==> src/rtl/lab4_alu_pkg.sv <==
// -----------------------------------------------------------------------------
// lab4_alu_pkg
// Shared definitions for the Lab4 ALU arbiter: ALU function-select encodings,
// the arbiter FSM state type, and bit positions inside the ALU status word.
// No ports (package).
// -----------------------------------------------------------------------------
package lab4_alu_pkg;

  // ALU function-select encodings
  localparam logic [2:0] FS_AND     = 3'b000;
  localparam logic [2:0] FS_OR      = 3'b001;
  localparam logic [2:0] FS_XOR     = 3'b010;
  localparam logic [2:0] FS_NOR     = 3'b011;
  localparam logic [2:0] FS_ADD     = 3'b100;
  localparam logic [2:0] FS_SHL     = 3'b101;
  localparam logic [2:0] FS_SHR     = 3'b110;
  localparam logic [2:0] FS_ILLEGAL = 3'b111;

  // Arbiter sequencing: accept in IDLE, one ALU cycle in EXEC, hold in RESP
  typedef enum logic [1:0] {
    ST_IDLE = 2'd0,
    ST_EXEC = 2'd1,
    ST_RESP = 2'd2
  } state_t;

  // Bit positions inside the 4-bit ALU status word
  localparam int STAT_Z = 0;  // result is zero
  localparam int STAT_N = 1;  // result MSB (negative)
  localparam int STAT_C = 2;  // carry out of ADD
  localparam int STAT_V = 3;  // signed overflow of ADD

  function automatic logic fs_is_illegal(input logic [2:0] fs);
    return fs == FS_ILLEGAL;
  endfunction

endpackage

==> src/rtl/lab4_alu_arbiter_rr_arb2.sv <==
// -----------------------------------------------------------------------------
// rr_arb2
// Two-way round-robin arbiter. The grant is purely combinational from the
// request vector and an internal preference bit; the preference only moves
// when 'update' is pulsed, and then favours the requester that did NOT own
// the last completed transaction.
// Ports:
//   clk      in   1  system clock, rising edge
//   rst_n    in   1  asynchronous active-low reset (preference -> requester 0)
//   req      in   2  request vector, bit N = requester N valid
//   last_id  in   1  requester that owned the transaction just completed
//   update   in   1  advance the preference using last_id
//   grant    out  2  one-hot grant (all zero when no request)
// -----------------------------------------------------------------------------
module rr_arb2 (
  input  logic       clk,
  input  logic       rst_n,
  input  logic [1:0] req,
  input  logic       last_id,
  input  logic       update,
  output logic [1:0] grant
);

  logic r_favour1;  // 1: requester 1 wins a tie

  // NOTE: clocked state is always written with non-blocking assignments so
  // every flop samples pre-edge values regardless of block ordering.
  always_ff @(posedge clk or negedge rst_n) begin
    if (!rst_n) begin
      r_favour1 <= 1'b0;
    end else if (update) begin
      r_favour1 <= ~last_id;
    end
  end

  // NOTE: the output gets a default before the case so no path leaves it
  // unassigned, which would otherwise infer a latch.
  always_comb begin
    grant = 2'b00;
    case (req)
      2'b01:   grant = 2'b01;
      2'b10:   grant = 2'b10;
      2'b11:   grant = r_favour1 ? 2'b10 : 2'b01;
      default: grant = 2'b00;
    endcase
  end

endmodule

==> src/rtl/lab4_alu_arbiter.sv <==
// -----------------------------------------------------------------------------
// lab4_alu_arbiter
// Shares one 32-bit Lab4 ALU between two requesters. Each requester offers an
// op on a valid/ready channel; a round-robin arbiter picks one, its operands
// are registered onto the ALU inputs, the ALU result is captured one cycle
// later and presented on a single registered response channel that is held
// until the consumer takes it. FS=111 is rejected without using the ALU and
// answered one cycle after accept with rsp_err=1.
//
// Optional feature macro: LAB4_ALU_ARB_PERF_EN
//   When defined, adds saturating per-requester accept counters perf_cnt0/1.
//
// Ports:
//   clk, rst_n                  clock / asynchronous active-low reset
//   reqN_valid/ready            request handshake, N = 0,1
//   reqN_a, reqN_b  [W]         operands
//   reqN_fs [3], reqN_c0        function select, carry-in
//   rsp_valid/ready             response handshake
//   rsp_id                      requester that issued the op
//   rsp_f [W], rsp_status [4]   captured ALU result / status
//   rsp_err                     op carried FS=111
//   alu_a, alu_b [W], alu_fs, alu_c0   registered ALU inputs
//   alu_f [W], alu_status [4]   combinational ALU outputs
//   perf_cnt0/1 [PERF_CNT_W]    accept counters (LAB4_ALU_ARB_PERF_EN only)
// -----------------------------------------------------------------------------
module lab4_alu_arbiter
  import lab4_alu_pkg::*;
#(
  parameter int W          = 32,
  parameter int PERF_CNT_W = 16
) (
  input  logic                  clk,
  input  logic                  rst_n,
  // requester 0
  input  logic                  req0_valid,
  output logic                  req0_ready,
  input  logic [W-1:0]          req0_a,
  input  logic [W-1:0]          req0_b,
  input  logic [2:0]            req0_fs,
  input  logic                  req0_c0,
  // requester 1
  input  logic                  req1_valid,
  output logic                  req1_ready,
  input  logic [W-1:0]          req1_a,
  input  logic [W-1:0]          req1_b,
  input  logic [2:0]            req1_fs,
  input  logic                  req1_c0,
  // response
  output logic                  rsp_valid,
  input  logic                  rsp_ready,
  output logic                  rsp_id,
  output logic [W-1:0]          rsp_f,
  output logic [3:0]            rsp_status,
  output logic                  rsp_err,
  // ALU side
  output logic [W-1:0]          alu_a,
  output logic [W-1:0]          alu_b,
  output logic [2:0]            alu_fs,
  output logic                  alu_c0,
  input  logic [W-1:0]          alu_f,
  input  logic [3:0]            alu_status
`ifdef LAB4_ALU_ARB_PERF_EN
  ,
  output logic [PERF_CNT_W-1:0] perf_cnt0,
  output logic [PERF_CNT_W-1:0] perf_cnt1
`endif
);

  if (PERF_CNT_W < 1) begin : g_bad_perf_cnt_w
    $error("PERF_CNT_W must be at least 1");
  end

  state_t         r_state;
  state_t         w_state_nxt;

  logic [1:0]     w_req;
  logic [1:0]     w_grant;
  logic           w_idle;
  logic           w_accept0;
  logic           w_accept1;
  logic           w_accept;
  logic           w_rsp_done;

  logic           w_sel_id;
  logic [W-1:0]   w_sel_a;
  logic [W-1:0]   w_sel_b;
  logic [2:0]     w_sel_fs;
  logic           w_sel_c0;
  logic           w_sel_illegal;

  logic [W-1:0]   r_alu_a;
  logic [W-1:0]   r_alu_b;
  logic [2:0]     r_alu_fs;
  logic           r_alu_c0;

  logic           r_rsp_valid;
  logic           r_rsp_id;
  logic           r_rsp_err;
  logic [W-1:0]   r_rsp_f;
  logic [3:0]     r_rsp_status;

  // ---------------------------------------------------------------------------
  // Arbitration and request handshake. Ready depends only on state and the
  // request valids, never on rsp_ready.
  // ---------------------------------------------------------------------------
  assign w_req = {req1_valid, req0_valid};

  rr_arb2 u_rr_arb2 (
    .clk     (clk),
    .rst_n   (rst_n),
    .req     (w_req),
    .last_id (r_rsp_id),
    .update  (w_rsp_done),
    .grant   (w_grant)
  );

  assign w_idle     = (r_state == ST_IDLE);
  assign req0_ready = w_idle & w_grant[0];
  assign req1_ready = w_idle & w_grant[1];

  assign w_accept0  = req0_valid & req0_ready;
  assign w_accept1  = req1_valid & req1_ready;
  assign w_accept   = w_accept0 | w_accept1;
  assign w_rsp_done = r_rsp_valid & rsp_ready;

  // Grant is one-hot, so bit 1 alone identifies the winner
  assign w_sel_id      = w_grant[1];
  assign w_sel_a       = w_sel_id ? req1_a  : req0_a;
  assign w_sel_b       = w_sel_id ? req1_b  : req0_b;
  assign w_sel_fs      = w_sel_id ? req1_fs : req0_fs;
  assign w_sel_c0      = w_sel_id ? req1_c0 : req0_c0;
  assign w_sel_illegal = fs_is_illegal(w_sel_fs);

  // ---------------------------------------------------------------------------
  // FSM
  // ---------------------------------------------------------------------------
  always_ff @(posedge clk or negedge rst_n) begin
    if (!rst_n) begin
      r_state <= ST_IDLE;
    end else begin
      r_state <= w_state_nxt;
    end
  end

  always_comb begin
    w_state_nxt = r_state;
    unique case (r_state)
      ST_IDLE: if (w_accept) w_state_nxt = w_sel_illegal ? ST_RESP : ST_EXEC;
      ST_EXEC: w_state_nxt = ST_RESP;
      ST_RESP: if (w_rsp_done) w_state_nxt = ST_IDLE;
      default: w_state_nxt = ST_IDLE;
    endcase
  end

  // ---------------------------------------------------------------------------
  // Datapath. The ALU input registers load only on a legal accept, so they are
  // steady through EXEC and RESP and keep the last legal op across an illegal
  // one. An illegal op builds its response directly at the accept edge.
  // ---------------------------------------------------------------------------
  always_ff @(posedge clk or negedge rst_n) begin
    if (!rst_n) begin
      r_alu_a      <= '0;
      r_alu_b      <= '0;
      r_alu_fs     <= '0;
      r_alu_c0     <= 1'b0;
      r_rsp_valid  <= 1'b0;
      r_rsp_id     <= 1'b0;
      r_rsp_err    <= 1'b0;
      r_rsp_f      <= '0;
      r_rsp_status <= '0;
    end else begin
      if (w_accept) begin
        r_rsp_id <= w_sel_id;
        if (w_sel_illegal) begin
          r_rsp_valid  <= 1'b1;
          r_rsp_err    <= 1'b1;
          r_rsp_f      <= '0;
          r_rsp_status <= '0;
        end else begin
          r_alu_a  <= w_sel_a;
          r_alu_b  <= w_sel_b;
          r_alu_fs <= w_sel_fs;
          r_alu_c0 <= w_sel_c0;
        end
      end

      if (r_state == ST_EXEC) begin
        r_rsp_valid  <= 1'b1;
        r_rsp_err    <= 1'b0;
        r_rsp_f      <= alu_f;
        r_rsp_status <= alu_status;
      end

      if (w_rsp_done) begin
        r_rsp_valid <= 1'b0;
      end
    end
  end

  assign alu_a      = r_alu_a;
  assign alu_b      = r_alu_b;
  assign alu_fs     = r_alu_fs;
  assign alu_c0     = r_alu_c0;

  assign rsp_valid  = r_rsp_valid;
  assign rsp_id     = r_rsp_id;
  assign rsp_err    = r_rsp_err;
  assign rsp_f      = r_rsp_f;
  assign rsp_status = r_rsp_status;

`ifdef LAB4_ALU_ARB_PERF_EN
  // ---------------------------------------------------------------------------
  // Accept counters, legal and illegal ops alike; they stick at all-ones.
  // ---------------------------------------------------------------------------
  logic [PERF_CNT_W-1:0] r_perf_cnt0;
  logic [PERF_CNT_W-1:0] r_perf_cnt1;

  always_ff @(posedge clk or negedge rst_n) begin
    if (!rst_n) begin
      r_perf_cnt0 <= '0;
      r_perf_cnt1 <= '0;
    end else begin
      if (w_accept0 && (r_perf_cnt0 != '1)) r_perf_cnt0 <= r_perf_cnt0 + 1'b1;
      if (w_accept1 && (r_perf_cnt1 != '1)) r_perf_cnt1 <= r_perf_cnt1 + 1'b1;
    end
  end

  assign perf_cnt0 = r_perf_cnt0;
  assign perf_cnt1 = r_perf_cnt1;
`endif

endmodule

==> config.mk <==
export PLATFORM = sky130hd
export DESIGN_NAME = lab4_alu_arbiter
export DESIGN_NICKNAME = d
export VERILOG_FILES = /design/src/rtl/lab4_alu_pkg.sv /design/src/rtl/lab4_alu_arbiter_rr_arb2.sv /design/src/rtl/lab4_alu_arbiter.sv
export SDC_FILE = /design/constraint.sdc
export NUM_CORES = 1
export LEC_CHECK = 0
export ABC_AREA = 1
export BUFFER_PORTS_ARGS = -buffer_cell sky130_fd_sc_hd__buf_2
export CAP_MARGIN = 10
export CORE_AREA = 2 2 111 113
export CTS_CLUSTER_SIZE = 8
export DETAILED_ROUTE_END_ITERATION = 10
export DIE_AREA = 0 0 113 115
export PLACE_DENSITY = 0.83
export SYNTH_ARGS = -nofsm -noshare
export SYNTH_HDL_FRONTEND = slang
export SYNTH_SLANG_ARGS = --single-unit
==> constraint.sdc <==
create_clock -name clk -period 1.6 [get_ports clk]
set_input_delay 0.24 -clock clk [delete_from_list [all_inputs] [get_ports clk]]
set_output_delay 0.24 -clock clk [all_outputs]
set_load 0.01 [all_outputs]
# Word-level counts from Yosys, hierarchy flattened
# Index checks and enable logic that the tools add are counted.
[totals]
reg_bits = 110
inputBits = 177
out_inout_bits = 109
word_cells = 57
[classes]
eq_ne = 8
mux = 21
n_bitwise = 8
reduce_logical = 9
[op_table]
columns = ["cell", "count"]
rows = [
  ["32-bit two-way mux", 5],
  ["4-bit two-way mux", 3],
  ["2-bit case mux with 3 select lines", 2],
  ["2-bit two-way mux", 4],
  ["2-bit AND reduction", 4],
  ["2-bit equality test, second input constant", 3],
  ["1-bit two-way mux", 6],
  ["3-bit nonzero test", 2],
  ["1-bit AND", 5],
  ["2-bit by 1-bit equality test with 1-bit output, second input constant", 2],
  ["2-bit by 1-bit != test with 1-bit output, second input constant", 2],
  ["2-bit nonzero test", 2],
  ["3-bit equality test, second input constant", 1],
  ["3-bit two-way mux", 1],
  ["2-bit logical NOT", 1],
  ["1-bit inverter", 2],
  ["1-bit bitwise OR", 1],
]

# Longest topological paths before layout
# Gate-level depths: netlist (run 1).
[logic_depth]
ltp_word = 8
mapped_depth = 11
mapped_depth_nobuf = 10

# Cells and area by module
# From an unflattened synthesis (run 1), not the netlist that was laid out.
[hier_totals]
cells_unflattened = 701
area_unflattened_um2 = 5089.9
[by_module_without_submodules]
columns = ["module", "instances", "cells_each", "area_per_inst_um2", "seq_area_each_um2"]
rows = [
  ["lab4_alu_arbiter", 1, 690, 5026.1, 2727.6],
  ["rr_arb2", 1, 11, 63.8, 25.0],
]

# Worst setup path after synthesis (run 1)
# No wires, ideal clock.
[synth_timing]
path_kind = "flip-flop to flip-flop"
from = "register r_state[1]"
to = "register r_rsp_f[13] (netlist: rsp_f[13])"
setup_time_ps = 118
arrival_ps = 1314
t_required_ps = 1482
slack_ps = 168
stages_incl_launch_ff = 8
path_buffers = 2
synth_period_minus_slack_ps = 1432
cell_sequence = "dfrtp_1 -> or2_1 -> nor2_2 -> nand4_1 -> buf_4 -> buf_4 -> nand3_1 -> nand2_1"
[synth_between]
elab_chain_len = 6
word_cells_on_any_way = 11
classes_between = "eq/ne: 1; mux: 1; bitwise: 5; reduce/logical: 4"
[synth_lines]
columns = ["element", "line_no", "source"]
rows = [
  ["start: declaration", "lab4_alu_arbiter.sv:73", "state_t r_state;"],
  ["start signal: assignment", "lab4_alu_arbiter.sv:141", "r_state <= w_state_nxt;"],
  ["2-bit logical NOT", "lab4_alu_arbiter.sv:117", "assign w_idle = (r_state == ST_IDLE);"],
  ["1-bit AND, on equally long branches", "lab4_alu_arbiter.sv:118, lab4_alu_arbiter.sv:119", ""],
  ["1-bit AND, on equally long branches", "lab4_alu_arbiter.sv:121, lab4_alu_arbiter.sv:122", ""],
  ["1-bit bitwise OR", "lab4_alu_arbiter.sv:123", "assign w_accept = w_accept0 | w_accept1;"],
  ["2-bit nonzero test (no source line)", "n/a", ""],
  ["2-bit AND reduction (no source line)", "n/a", ""],
  ["end signal: assignment", "lab4_alu_arbiter.sv:190", "r_rsp_f <= alu_f;"],
  ["end: declaration", "lab4_alu_arbiter.sv:99", "logic [W-1:0] r_rsp_f;"],
]
# Parallel ways exist; a longest one is shown, timed or not.
# A chain may end at the register's enable or synchronous reset.

# Worst setup path in the final report (run 1)
[layout_timing]
from = "register r_state[1]"
to = "output port req0_ready"
[layout_between]
elab_chain_len = 2
[layout_lines]
columns = ["element", "line_no", "source"]
rows = [
  ["2-bit logical NOT", "lab4_alu_arbiter.sv:117", ""],
  ["1-bit AND", "lab4_alu_arbiter.sv:118", "assign req0_ready = w_idle & w_grant[0];"],
  ["end: declaration", "lab4_alu_arbiter.sv:36", "output logic req0_ready,"],
]
# No other way between the ends.

==> summary.md, run 1 <==
| Metric | Value |
|---|---|
| Distinct cell type count after synthesis | 20 |
| Class of the worst hold path | in2reg |
| Tot Pwr | ~0.013 W |
| Setup WS post-layout | -0.0301 ns |
| Crit start category | register |
| Root Buffer | clkbuf_16 |
| Final period util | 1.02 |
| Area share of the largest cell type after synthesis | 0.569 |
| Seq cells post-synth | 110 |
| I/O pin total | 286 |
| H-tree depth | 3 |
| Slowest Stage Delay on Critical Path | 0.38 ns |
| Count leader, synth | nand2_1 |
| Via count | 4555 |
| Multi-input logic area | 1920 um2 |
| Final #Nets | 960 |
| CP Buf/Inv Count | 2 |
| CP Depth | 5 |
| Final Util | 0.592 |
| Slew headroom | 0.608 |
| Clk_skew | 0.00856 ns |
| Setup TNS | -0.0301 ns |
| FILL cells | 1024 |
| Crit path cell chain | or2_4, nor2_4, inv_2, a21oi_2, buf_2 |
| RePlAce Congestion | 0.783 |
| Leak Pwr | 4.04 nW |
| FFs w/ async S/R, synth | 1.00 |
| Synthesized area per cell | approximately 9.8 um2 |
| Outcome | finished, violations left |
| CTS tree | done |
| FF+latch area | about 2800 um2 |
| Cells after synthesis | 492 |
| 1st-iter DRT viols | about 260 |
| Routed wire length per instance | 14.4 um |
| RSZ-0062 raised after global routing | yes |
| Synth Flop Type | dfrtp_1 |
| WP data required | 1.36 ns |
| First-pass GRT wire length | 19900 um |
| Max-cap viol count | 0 |
| Pwr/cell area | 1860 nW/um2 |
| Worst VDD drop | 857 uV |
| Die area | 13000 um2 |
| Worst-Skew Late Latency | approximately 0.34 ns |
| Tmin final | 1.63 ns |
| Diode count | 0 |
| Initial core utilization | 0.409 |
| Worst slew pin tran | between 0.5 and 0.6 ns |
| Clk slew on worst S/H paths | 0.07 ns |
| Fmax | 613 MHz |
| Synthesized Nets | between 600 and 700 |
| Initial antenna violation count | 0 |
| Vias per inst | ~4.9 |
| Hold Path Stages | 3 |
| Critical Path Slowest Stage Cell | dfrtp_1 |
| Final ANT Viol Nets | 0 |
| WP data arrival | approximately 1.4 ns |
| Post-synth EDFFs | 0 |
| CP Max Fanout | 3 |
| Number of global-route vias before repair | 4254 |
| Area contributors post-synth | dfrtp_1 (57%), mux2i_1 (13%), nand2_1 (12%) |
| Commonest cells in the synthesized netlist | nand2_1 (158), dfrtp_1 (110), mux2i_1 (65) |
| Reg2reg setup slack | roughly 0.020 ns |
| DP Wirelength | 9780 um |
| Top cell family by delay on the critical path | flip-flops |
| First-pass detailed-route iteration total | 7 |
| Setup violators final | 1 |
| Synth area leader | dfrtp_1 |
| Layout cells sized above 1 | 0.429 |
| CP endpoint kind | output port |
| Maximum number of pins on one net before global-route repair | 111 |
| Total track usage | 0.191 |
| Die width | 113 um |
| Slew Viols, Final | 0 |
| R2R depth | 8 |
| Clk sinks | 110 |
| Grt ovf | 0 |
| Hold Slack | 0.102 ns |
| Die Ht | 115 um |
| Port Buf Inserts | between 200 and 300 |
| CTS max path bufs | 2 |
| Drt total wl | about 13000 um |
| Syn. warnings | 0 |
| WS Path Type | reg2out |
| Row cnt | 40 |
| Cell Area, Synth | around 4800 um2 |
| Sequential area share after synthesis | 0.569 |
| CTS Buf Count | 9 |
| P&R area growth vs syn | 44.6% |
| Failing checks | design-rule violations, negative setup slack |
| Core Box Area | roughly 12000 um2 |
| DRC | 20 |
| Final Hold Viols | 0 |
[metal layers]
| layer | vias to the layer above | track usage | routed length (um) |
|---|---|---|---|
| li1 | 2226 | - | - |
| met1 | 2126 | 0.228 | 5290 |
| met2 | 192 | 0.339 | 6850 |
| met3 | 11 | 0.0517 | 1180 |
| met4 | 0 | 0.0610 | 131 |
| met5 | - | 0 | 0 |
[state kept, by name (all words and copies together), names as in the netlist]
register / flops
rsp_id: 1
alu_fs: 3
rsp_err: 1
rsp_status: 4
u_rr_arb2.r_favour1: 1
alu_a: 32
alu_b: 32
rsp_valid: 1
alu_c0: 1
rsp_f: 32
r_state: 2
[through the flow]
step                      area [um2]  worst slack (ns)  instances
after floorplan                 4830             0.168        492
after global placement          6490             0.115        909
after detailed placement        6490            0.0373        909
after CTS                       6840           -0.0700        929
after global routing            6990           -0.0814        935
final                           6990           -0.0301        935
[logic make-up after synthesis]
kind of cell           Yosys count  synth area share
AO/OA/AOI/OAI                   68            0.0704
flip-flops                     110             0.569
AND/OR/NAND/NOR                210             0.178
multiplexers                    65             0.135
buffers and inverters           39            0.0479
[worst paths after layout]
check,end,from
setup reg to reg,rsp_f[0],r_state[1]
hold / removal,rsp_f[30],alu_f[30]
min in group asynchronous,rsp_f[16],rst_n
hold reg to reg,rsp_err,rsp_err
setup / recovery,req0_ready,r_state[1]
max in group asynchronous,alu_b[11],rst_n
[cells in the final DEF (no fill, tap or decap), types with 2 or more instances in the layout]
cell type | Yosys | layout
o21ai_0 | 7 | 7
buf_4 | 4 | 10
buf_12 | 0 | 9
nand2_1 | 158 | 155
dfrtp_1 | 110 | 110
clkbuf_1 | 10 | 3
buf_6 | 7 | 3
nor2_1 | 2 | 2
nand2_2 | 3 | 4
inv_1 | 6 | 5
nand3_1 | 43 | 42
buf_2 | 8 | 284
inv_2 | 1 | 2
o21ai_1 | 60 | 60
nand2_4 | 0 | 2
clkbuf_16 | 0 | 13
mux2i_1 | 65 | 64
[repair_timing]
item / in CTS / in global routing
endpoints found under the setup margin: 1 / 97
resized for setup: 5 / 10
endpoints found under the hold margin: 3 / 0
pin swaps: 2 / 3
setup buffers: 3 / 2
cloned: 0 / 5
hold buffers: 1 / 0
[where the power goes]
| group | internal (W) | switching (W) |
|---|---|---|
| clock network | 0.00126 | 0.000952 |
| registers | 0.00413 | 0.000707 |
| logic | 0.00262 | 0.00337 |
| total | 0.00800 | 0.00503 |
[worst min-delay path, cell delays in order]
cell,delay [ns]
buf_2,0.07
nand2_1,0.04
nand2_1,0.05
[cell type report]
cell class,instances,share of cell area
multi-input combinational,344,0.274
tap,147,0.0263
clock buffer,13,0.0358
inverter,7,0.00376
clock inverter,3,0.00626
timing repair buffer,311,0.260
sequential,110,0.394
(Power assumes the default switching activity.)
==> inputs of run 2 (changes only) <==
--- a/config.mk
+++ b/config.mk
@@ -8,11 +8,12 @@
 export ABC_AREA = 1
 export BUFFER_PORTS_ARGS = -buffer_cell sky130_fd_sc_hd__buf_2
 export CAP_MARGIN = 10
-export CORE_AREA = 2 2 111 113
+export CORE_MARGIN = 2
+export CORE_UTILIZATION = 45
 export CTS_CLUSTER_SIZE = 8
 export DETAILED_ROUTE_END_ITERATION = 10
-export DIE_AREA = 0 0 113 115
-export PLACE_DENSITY = 0.83
+export PLACE_DENSITY = 0.88
 export SYNTH_ARGS = -nofsm -noshare
 export SYNTH_HDL_FRONTEND = slang
+export SYNTH_HIERARCHICAL = 1
 export SYNTH_SLANG_ARGS = --single-unit
==> summary.md, run 2 <==
| Metric | Value |
|---|---|
| Maximum number of pins on one net before global-route repair | 69 (was 111) |
| FILL cells | 942 (was 1024) |
| Initial core utilization | 0.465 (was 0.409) |
| Grt ovf | 0 (unchanged) |
| I/O pin total | 286 (unchanged) |
| Die width | 110 um (was 113 um) |
| Worst r2r src | u_rr_arb2/r_favour1 (was r_state[1]) |
| Final ANT Viol Nets | 0 (unchanged) |
| Worst slew pin tran | 0.347 ns (was 0.587 ns) |
| Post-synth EDFFs | 0 (unchanged) |
| Initial antenna violation count | 0 (unchanged) |
| Clk slew on worst S/H paths | 0.07 ns (about the same) |
| Synth Flop Type | dfrtp_1 (unchanged) |
| Cell Area, Synth | 5090 um2 (was 4830 um2) |
| Via count | 5307 (was 4555) |
| Syn. warnings | 6 (was 0) |
| Commonest cells in the synthesized netlist | nand2_1 (526), dfrtp_1 (110), buf_2 (20) (was nand2_1 (158), dfrtp_1 (110), mux2i_1 (65)) |
| CP Max Fanout | 2 (was 3) |
| Fmax | 639 MHz (was 613 MHz) |
| Worst-Skew Late Latency | 0.33 ns (was 0.34 ns) |
| Worst R2R End | alu_a[26] (was rsp_f[0]) |
| Leak Pwr | 4.51 nW (was 4.04 nW) |
| Seq cells post-synth | 110 (unchanged) |
| Number of global-route vias before repair | 4941 (was 4254) |
| Synthesized area per cell | 7.26 um2 (was 9.83 um2) |
| Critical Path Slowest Stage Cell | dfrtp_1 (unchanged) |
| DP Wirelength | 10900 um (was 9780 um) |
| First-pass GRT wire length | 22900 um (was 19900 um) |
| Setup WS pre-CTS | -0.0208 ns (was 0.0373 ns) |
| 1st-iter DRT viols | 310 (was 256) |
| Top cell family by delay on the critical path | flip-flops (unchanged) |
| Crit start category | register (unchanged) |
| CTS tree | done (unchanged) |
| WS Path Type | reg2out (unchanged) |
| Most frequent cells in the layout | nand2_1 (518), buf_2 (283), dfrtp_1 (110), clkbuf_16 (13), buf_4 (13) (was buf_2 (284), nand2_1 (155), dfrtp_1 (110), mux2i_1 (64), o21ai_1 (60)) |
| Slowest Stage Delay on Critical Path | 0.39 ns (was 0.38 ns) |
| DRC | 0 (was 20) |
| Hold Path Stages | 3 (unchanged) |
| Layout cells sized above 1 | 0.348 (was 0.429) |
| Row cnt | 38 (was 40) |
| Reg2reg setup slack | 0.06 ns (was 0.02 ns) |
| Pwr/cell area | 1770 nW/um2 (was 1860 nW/um2) |
| Vias per inst | 4.68 (was 4.87) |
| H-tree depth | 3 (unchanged) |
| RSZ-0062 raised after global routing | yes (unchanged) |
| Drt total wl | 15400 um (was 13400 um) |
| Tmin final | 1.56 ns (was 1.63 ns) |
| Most common cell after layout, fill and taps aside | nand2_1 (was buf_2) |
| R2R depth | 11 (was 8) |
| Synthesized Nets | 878 (was 669) |
| Worst Setup SP | u_rr_arb2/r_favour1 (was r_state[1]) |
| CTS Buf Count | 9 (unchanged) |
| Worst-case hold path end point | rsp_f[24] (was rsp_f[30]) |
| Final Non-Filler Cells | 1135 (was 935) |
| Class of the worst hold path | in2reg (unchanged) |
| RePlAce Congestion | 0.858 (was 0.783) |
| Area contributors post-synth | dfrtp_1 (54%), nand2_1 (39%), buf_2 (2.0%) (was dfrtp_1 (57%), mux2i_1 (13%), nand2_1 (12%)) |
| Core Box Area | 10900 um2 (was 11800 um2) |
| P&R area growth vs syn | 42.5% (was 44.6%) |
| Routed wire length per instance | 13.6 um (was 14.4 um) |
| Die Ht | 110 um (was 115 um) |
| Final period util | 0.978 (was 1.02) |
| Clk sinks | 110 (unchanged) |
| CP endpoint kind | output port (unchanged) |
| Setup WS post-layout | 0.0358 ns (was -0.0301 ns) |
| Final #Nets | 1168 (was 960) |
| Die area | 12200 um2 (was 13000 um2) |
| Count leader, synth | nand2_1 (unchanged) |
| Total track usage | 0.242 (was 0.191) |
| Crit path cell chain | buf_4, a21oi_2, inv_1, nor2_1, buf_2 (was or2_4, nor2_4, inv_2, a21oi_2, buf_2) |
| First-pass detailed-route iteration total | 8 (was 7) |
| Sequential area share after synthesis | 0.541 (was 0.569) |
| FFs w/ async S/R, synth | 1.00 (unchanged) |
| Distinct cell type count after synthesis | 18 (was 20) |
| Synth area leader | dfrtp_1 (unchanged) |
| Area share of the largest cell type after synthesis | 0.541 (was 0.569) |
| Port Buf Inserts | 285 (unchanged) |
| Clk_skew | 0.00669 ns (was 0.00856 ns) |
| CP Buf/Inv Count | 3 (was 2) |
| Cells after synthesis | 701 (was 492) |
| DP Cell Count | 1107 (was 909) |
| Setup violators final | 0 (was 1) |
| Worst VDD drop | 819 uV (was 857 uV) |
| WP data arrival | 1.32 ns (was 1.39 ns) |
| Diode count | 0 (unchanged) |
| Final Hold Viols | 0 (unchanged) |
| Slew headroom | 0.769 (was 0.608) |
| Max-cap viol count | 0 (unchanged) |
| CTS max path bufs | 2 (unchanged) |
| Root Buffer | clkbuf_16 (unchanged) |
| HP Start | alu_f[24] (was alu_f[30]) |
| Slew Viols, Final | 0 (unchanged) |
| WP data required | 1.36 ns (about the same) |
| Outcome | finished clean (was finished, violations left) |
[run 2: changes by cell type after synthesis, sizes merged, moves of 3 or more]
cell    change
o21ai      -67
a21oi       +3
nand3      -38
mux2i      -65
buf        +11
nand2     +367
clkbuf      -7
inv         +5
[run 2: worst max path at each step]
stage,to,cells past startpoint
6_report,req0_ready,5
5_1_grt,req0_ready,5
4_1_cts,alu_b[31],10
3_5_place_dp,alu_b[31],11
3_3_place_gp,alu_a[21],10
2_1_floorplan,alu_b[11],13
[run 2: metal layers]
metal  up-vias  wire, um  track usage
met5         -         0            0
met3        30       893       0.0435
met2       194      7860        0.419
li1       2663         -            -
met4         0       366       0.0929
met1      2420      6330        0.302
[run 2: where the power goes]
| group | switching [W] | leakage [nW] | internal, W |
|---|---|---|---|
| Sequential | 0.000708 | 1.35 | 0.00411 |
| Combinational | 0.00349 | 3.03 | 0.00244 |
| Clock | 0.000970 | 0.128 | 0.00110 |
[run 2: layout make-up]
class	count	area, um2	share of cell area
Multi-Input combinational cell	543	2130	0.293
Tap cell	140	175	0.0242
Clock buffer	11	243	0.0335
Sequential cell	110	2750	0.380
Inverter	12	55.1	0.00759
Timing Repair Buffer	315	1870	0.257
Clock inverter	4	32.5	0.00449
[run 2: tightest hold or removal path: stages]
cell     delay, ns
buf_2         0.07
nand2_1       0.04
nand2_1       0.05
[run 2: what timing repair did]
item                       CTS  global route
hold endpoints to repair    23             0
setup endpoints to repair   42           108
hold buffers                 1             0
gates cloned                 1             5
setup buffers                3             4
gates resized for setup     11            16
pin swaps                    2             8
[run 2: cell families after synthesis]
kind of cell,share of synthesized area
and+or+nand+nor,0.403
DFF,0.541
buffers and inverters,0.0526
AOI/OAI and AO/OA,0.00393
[run 2: through the flow]
stage	hold slack [ns]	cell area, um2	setup TNS (ns)	total power [W]	utilization
floorplan	-0.0556	5090	0	0.00789	-
global placement	0.174	6690	0	0.0101	0.612
detailed placement	0.169	6690	-0.106	0.0103	0.612
CTS	0.0943	7070	-0.00509	0.0125	0.646
global route	0.102	7250	-1.40	0.0138	0.663
finish	0.105	7250	0	0.0128	0.663
